$ cat src/rtl/pkg_ram.sv
// Shared RAM interface definitions: default address/data widths and the command opcode type.
package pkg_ram;

    localparam int RAM_ADDRW = 16;
    localparam int RAM_QUAD  = 64;

    typedef enum logic [1:0] {
        RAM_NOP   = 2'd0,
        RAM_FETCH = 2'd1,
        RAM_STORE = 2'd2
    } ram_op_t;

endpackage

$ cat src/rtl/ram_arbiter.sv
// Two-requester RAM arbiter (req0 = loader, req1 = CPU gated by boot_done), one access in flight.
// Define RAM_ARB_RR_EN for round-robin tie-breaking; default is fixed priority to req0.
module ram_arbiter #(
    parameter int ADDRW     = pkg_ram::RAM_ADDRW,
    parameter int DATAW     = pkg_ram::RAM_QUAD,
    parameter int SIZEW     = 7,
    parameter int FETCH_LAT = 1
) (
    input  logic                 clk,
    input  logic                 rst,
    input  logic                 boot_done,

    input  logic                 req0_valid,
    input  logic                 req0_we,
    input  logic [ADDRW-1:0]     req0_addr,
    input  logic [DATAW-1:0]     req0_wdata,
    input  logic [SIZEW-1:0]     req0_size,
    output logic                 req0_ack,
    output logic [DATAW-1:0]     req0_rdata,

    input  logic                 req1_valid,
    input  logic                 req1_we,
    input  logic [ADDRW-1:0]     req1_addr,
    input  logic [DATAW-1:0]     req1_wdata,
    input  logic [SIZEW-1:0]     req1_size,
    output logic                 req1_ack,
    output logic [DATAW-1:0]     req1_rdata,

    output pkg_ram::ram_op_t     mem_op,
    output logic [ADDRW-1:0]     mem_addr,
    output logic [DATAW-1:0]     mem_data_in,
    output logic [SIZEW-1:0]     mem_size,
    input  logic [DATAW-1:0]     mem_rdata
);

    import pkg_ram::*;

    localparam logic [1:0] IDLE  = 2'd0;
    localparam logic [1:0] ISSUE = 2'd1;
    localparam logic [1:0] WAIT  = 2'd2;
    localparam logic [1:0] RESP  = 2'd3;

    // Last WAIT count value; meaningless (and unused) when FETCH_LAT == 1.
    localparam logic [2:0] WAIT_LAST = 3'(FETCH_LAT - 2);

    logic [1:0]       state;
    logic             own_id;
    logic             own_we;
    logic [2:0]       wait_cnt;

    logic             el0;
    logic             el1;
    logic             grant_any;
    logic             grant1;
    logic             sel_we;
    logic [ADDRW-1:0] sel_addr;
    logic [DATAW-1:0] sel_wdata;
    logic [SIZEW-1:0] sel_size;

`ifdef RAM_ARB_RR_EN
    logic             rr_ptr;

    always_ff @(posedge clk or negedge rst) begin
        if (!rst) begin
            rr_ptr <= 1'b0;
        end else if (state == IDLE && grant_any) begin
            rr_ptr <= ~grant1;
        end
    end
`endif

    // A requester whose ack is showing this cycle is still holding valid; skip it.
    always_comb begin
        el0       = req0_valid & ~req0_ack;
        el1       = req1_valid & boot_done & ~req1_ack;
        grant_any = el0 | el1;
`ifdef RAM_ARB_RR_EN
        grant1    = el1 & (~el0 | rr_ptr);
`else
        grant1    = el1 & ~el0;
`endif
        sel_we    = grant1 ? req1_we    : req0_we;
        sel_addr  = grant1 ? req1_addr  : req0_addr;
        sel_wdata = grant1 ? req1_wdata : req0_wdata;
        sel_size  = grant1 ? req1_size  : req0_size;
    end

    always_ff @(posedge clk or negedge rst) begin
        if (!rst) begin
            state       <= IDLE;
            own_id      <= 1'b0;
            own_we      <= 1'b0;
            wait_cnt    <= '0;
            mem_op      <= RAM_NOP;
            mem_addr    <= '0;
            mem_data_in <= '0;
            mem_size    <= '0;
            req0_ack    <= 1'b0;
            req1_ack    <= 1'b0;
            req0_rdata  <= '0;
            req1_rdata  <= '0;
        end else begin
            mem_op   <= RAM_NOP;
            req0_ack <= 1'b0;
            req1_ack <= 1'b0;
            case (state)
                IDLE: begin
                    if (grant_any) begin
                        own_id      <= grant1;
                        own_we      <= sel_we;
                        mem_addr    <= sel_addr;
                        mem_data_in <= sel_wdata;
                        mem_size    <= sel_size;
                        mem_op      <= sel_we ? RAM_STORE : RAM_FETCH;
                        if (sel_we) begin
                            req0_ack <= ~grant1;
                            req1_ack <= grant1;
                        end
                        state       <= ISSUE;
                    end
                end
                ISSUE: begin
                    if (own_we) begin
                        state <= IDLE;
                    end else if (FETCH_LAT > 1) begin
                        wait_cnt <= '0;
                        state    <= WAIT;
                    end else begin
                        state <= RESP;
                    end
                end
                WAIT: begin
                    if (wait_cnt == WAIT_LAST) begin
                        state <= RESP;
                    end else begin
                        wait_cnt <= wait_cnt + 3'd1;
                    end
                end
                RESP: begin
                    if (own_id) begin
                        req1_rdata <= mem_rdata;
                        req1_ack   <= 1'b1;
                    end else begin
                        req0_rdata <= mem_rdata;
                        req0_ack   <= 1'b1;
                    end
                    state <= IDLE;
                end
                default: state <= IDLE;
            endcase
        end
    end

endmodule
$ cat config.mk
export PLATFORM = sky130hd
export DESIGN_NAME = ram_arbiter
export DESIGN_NICKNAME = d
export VERILOG_FILES = /design/src/rtl/pkg_ram.sv /design/src/rtl/ram_arbiter.sv
export SDC_FILE = /design/constraint.sdc
export NUM_CORES = 1
export LEC_CHECK = 0
export BUFFER_PORTS_ARGS = -buffer_cell sky130_fd_sc_hd__buf_2
export CORE_AREA = 3 3 178 180
export DETAILED_ROUTE_END_ITERATION = 8
export DIE_AREA = 0 0 181 183
export GPL_TIMING_DRIVEN = 0
export HOLD_SLACK_MARGIN = 0.08
export PLACE_DENSITY = 0.67
export SYNTH_ARGS = -nofsm -noshare
export SYNTH_HDL_FRONTEND = slang
export SYNTH_SLANG_ARGS = --single-unit
$ cat constraint.sdc
create_clock -name clk -period 2.85 [get_ports clk]
set_input_delay 0.285 -clock clk [delete_from_list [all_inputs] [get_ports clk]]
set_output_delay 0.285 -clock clk [all_outputs]
set_load 0.02 [all_outputs]
==> out/metrics.cfg <==
[run_status]
status = finished clean

[yosys]
yosysWarnings = 0
ys_seq_area_share_pct = 61.8
syn_area_per_cell_sq_um = 15.0
synth_top_family_by_area = multiplexers
synth-compound-area-share_pct = 11.5
synthAdderAreaFrac_pct = 0.820
netlist_area_sq_um = 9160
synthSimpleGateAreaFrac_pct = 6.95
synth_cell_types = 27
synth_mux_area_share_pct = 16.1
yosys.area_share.xor_xnor_pct = 0.0956
yosys_register_bits = 226
syn-num-nets = 860
syn_inst = 609

[critical_path]
r2r_cells = 6
end_kind = flip-flop
critPathRequiredTime_ns = 3.25
cp-start-kind = flip-flop
endpoint = mem_data_in[9]
crit_type = reg -> reg
rr_startpoint = state[0]
crit_chain = inv_1, ha_1, nand3_2, buf_1, o221a_2, dlygate4sd3_1
slowest_delay_ns = 0.56
r2r_slack_ns = 0.38
critPathSlowestCell = dlygate4sd3_1
startpoint = state[0]
rr_endpoint = mem_data_in[9]
critPathMaxFanout = 10
crit_arrival_ns = 2.87

[finish]
area_growth_pct = 57.9
final_common_cell = buf_2
multiInputGateArea_sq_um = 3250
ff_latch_area_sq_um = 5660
utilization_pct = 47.7
nets = 1509
n_fill_cell = 2700
drive_gt1_share_pct = 60.0
final_cell_mix = buf_2, dfrtp_1, dlygate4sd3_1, mux2_2, nand2b_1

[drt]
post_drt_wl_per_cell_microns = 18.8
drtIter0Drc = 337
vias_per_cell = 4.78
route.detailed.drc = 0
antenna_left = 0
wl_microns = 31500
vias = 7996
firstDrtPassIters = 5

[clock_tree]
cts-root-buf = clkbuf_16
postCtsSetupRepairBufs = 0
cts_resized = 0
clock-sinks = 226
clock_latency_ns = 0.52
cts_hold_buf = 158
cts_tree = yes
htreeDepth = 1
path_clk_slew_ns = 0.06
cts_buffers = 25
max-clock-path-buffers = 3

[global_routing]
track_usage_pct = 18.0
grt.overflow.total = 0
grt_max_degree = 116
grt_first_pass_wirelength_microns = 48100
antenna_found_initial = 1
grt_pass1_vias = 8600

[floorplan]
die_h_microns = 183
die_w_microns = 181
initial_core_util_pct = 30.2
die_area_sq_um = 33100
rows = 64
core_area_sq_um = 30300
pin_count = 464

[place]
portBuffers = 463
hpwlAfterDp_microns = 22500
place.gp.congestion = 0.857

[hold_path]
worstHoldPathType = in -> reg
hp-start = req0_wdata[8]

[sta]
period_share_pct = 86.7
tightest_slew_ns = 0.880
relSlewSlack_pct = 41.4
fin_crit_ns = 2.47
fin_worst_skew_ns = 0.00849
rsz0062_at_grt = no
slew_viol_final = 0
finalHoldViolCount = 0
setup_viol = 0
fmax_mhz = 405

[power]
p_total_w = 0.0163
vdd_drop_max_mv = 0.783
p_per_area_nw_per_um2 = 1130
power_leakage_nw = 6.68

[run]
cap_violations = 0

[cell families (layout without fill, tap and decap cells)]
logic type                 after synthesis  count (layout)
DFF                                    226             226
muxes                                  131             131
and+or+nand+nor                        102             102
AOI/OAI and AO/OA                       97              97
buffers and inverters                   46             714
adders and majority gates                6               6
xor gates and xnor gates                 1               1
other                                    0               1
[per-layer routing]
layer | vias to the layer above | global-route usage (%) | routed length (microns)
met5 | - | 0 | 0
met4 | 0 | 7.13 | 1440
met3 | 90 | 3.19 | 1830
met2 | 350 | 31.2 | 15500
met1 | 3998 | 22.4 | 12700
li1 | 3558 | - | -
[cell type report]
cell class / instances / area share, %
sequential: 226 / 39.1
timing repair buffer: 622 / 27.2
multi-input combinational: 337 / 22.5
clock buffer: 34 / 4.97
tap: 396 / 3.43
buffer: 43 / 1.69
clock inverter: 12 / 1.04
inverter: 3 / 0.0779
antenna: 1 / 0.0173
[synth_stat cells]
master,instances,area [sq um]
nor2_1,1,3.75
ha_1,6,75.1
clkbuf_1,2,7.51
nand2b_1,90,563
nor2b_1,1,6.26
a31oi_1,2,12.5
buf_4,1,7.51
mux2i_1,1,10.0
a21boi_2,1,11.3
buf_2,33,165
buf_1,2,7.51
a21oi_1,2,10.0
o221a_2,88,991
o21ai_0,2,10.0
mux2_2,130,1460
dfrtp_1,226,5660
nand3_2,1,10.0
nand4_1,1,6.26
xnor2_1,1,8.76
a311oi_1,1,8.76
inv_1,3,11.3
and3b_1,2,17.5
nand2_1,4,15.0
o22a_1,1,8.76
nand3b_1,1,7.51
or2b_1,1,7.51
buf_6,5,56.3
[report_power, final]
part	switching, W	total (W)	leakage [nW]	internal, W
logic	0.00413	0.00726	3.68	0.00313
clock network	0.00132	0.00336	0.422	0.00204
registers	0.000851	0.00565	2.58	0.00480
[sequential cells by signal (all words and copies together) (netlist names)]
| register | flops |
|---|---|
| mem_size | 7 |
| mem_data_in | 64 |
| req0_rdata | 64 |
| state | 2 |
| own_we | 1 |
| req1_rdata | 64 |
| own_id | 1 |
| req1_ack | 1 |
| mem_addr | 16 |
| req0_ack | 1 |
| wait_cnt | 3 |
| mem_op | 2 |
[critical path, delay by kind of cell (launching register included)]
kind | cells | cell delay, ns
AO/OA/AOI/OAI | 1 | 0.35
adder cells (fa/ha/maj) | 1 | 0.28
buffers and inverters | 3 | 1.03
flip-flops | 1 | 0.43
AND/OR/NAND/NOR | 1 | 0.26
[worst min-delay path by stage]
| stage | to | slack (ns) | cells after the start |
|---|---|---|---|
| floorplan | mem_addr[0] | -0.01 | 0 |
| global placement | wait_cnt[0] | 0.47 | 1 |
| detailed placement | mem_addr[2] | 0.42 | 1 |
| CTS | mem_addr[13] | 0.08 | 3 |
| global route | mem_addr[15] | 0.1 | 3 |
| finish | mem_data_in[8] | 0.11 | 3 |
[per-stage QoR]
step	setup TNS [ns]	worst slack [ns]	hold WS, ns	area, sq um	cells
after floorplan	0	1.20	-0.0106	9160	609
after global placement	-555.95	-2.50	0.474	12000	1468
after detailed placement	0	0.871	0.415	12000	1469
after CTS	0	0.373	0.0803	14500	1673
after global routing	0	0.232	0.0967	14500	1674
final	0	0.379	0.111	14500	1674
(Power assumes the default switching activity.)
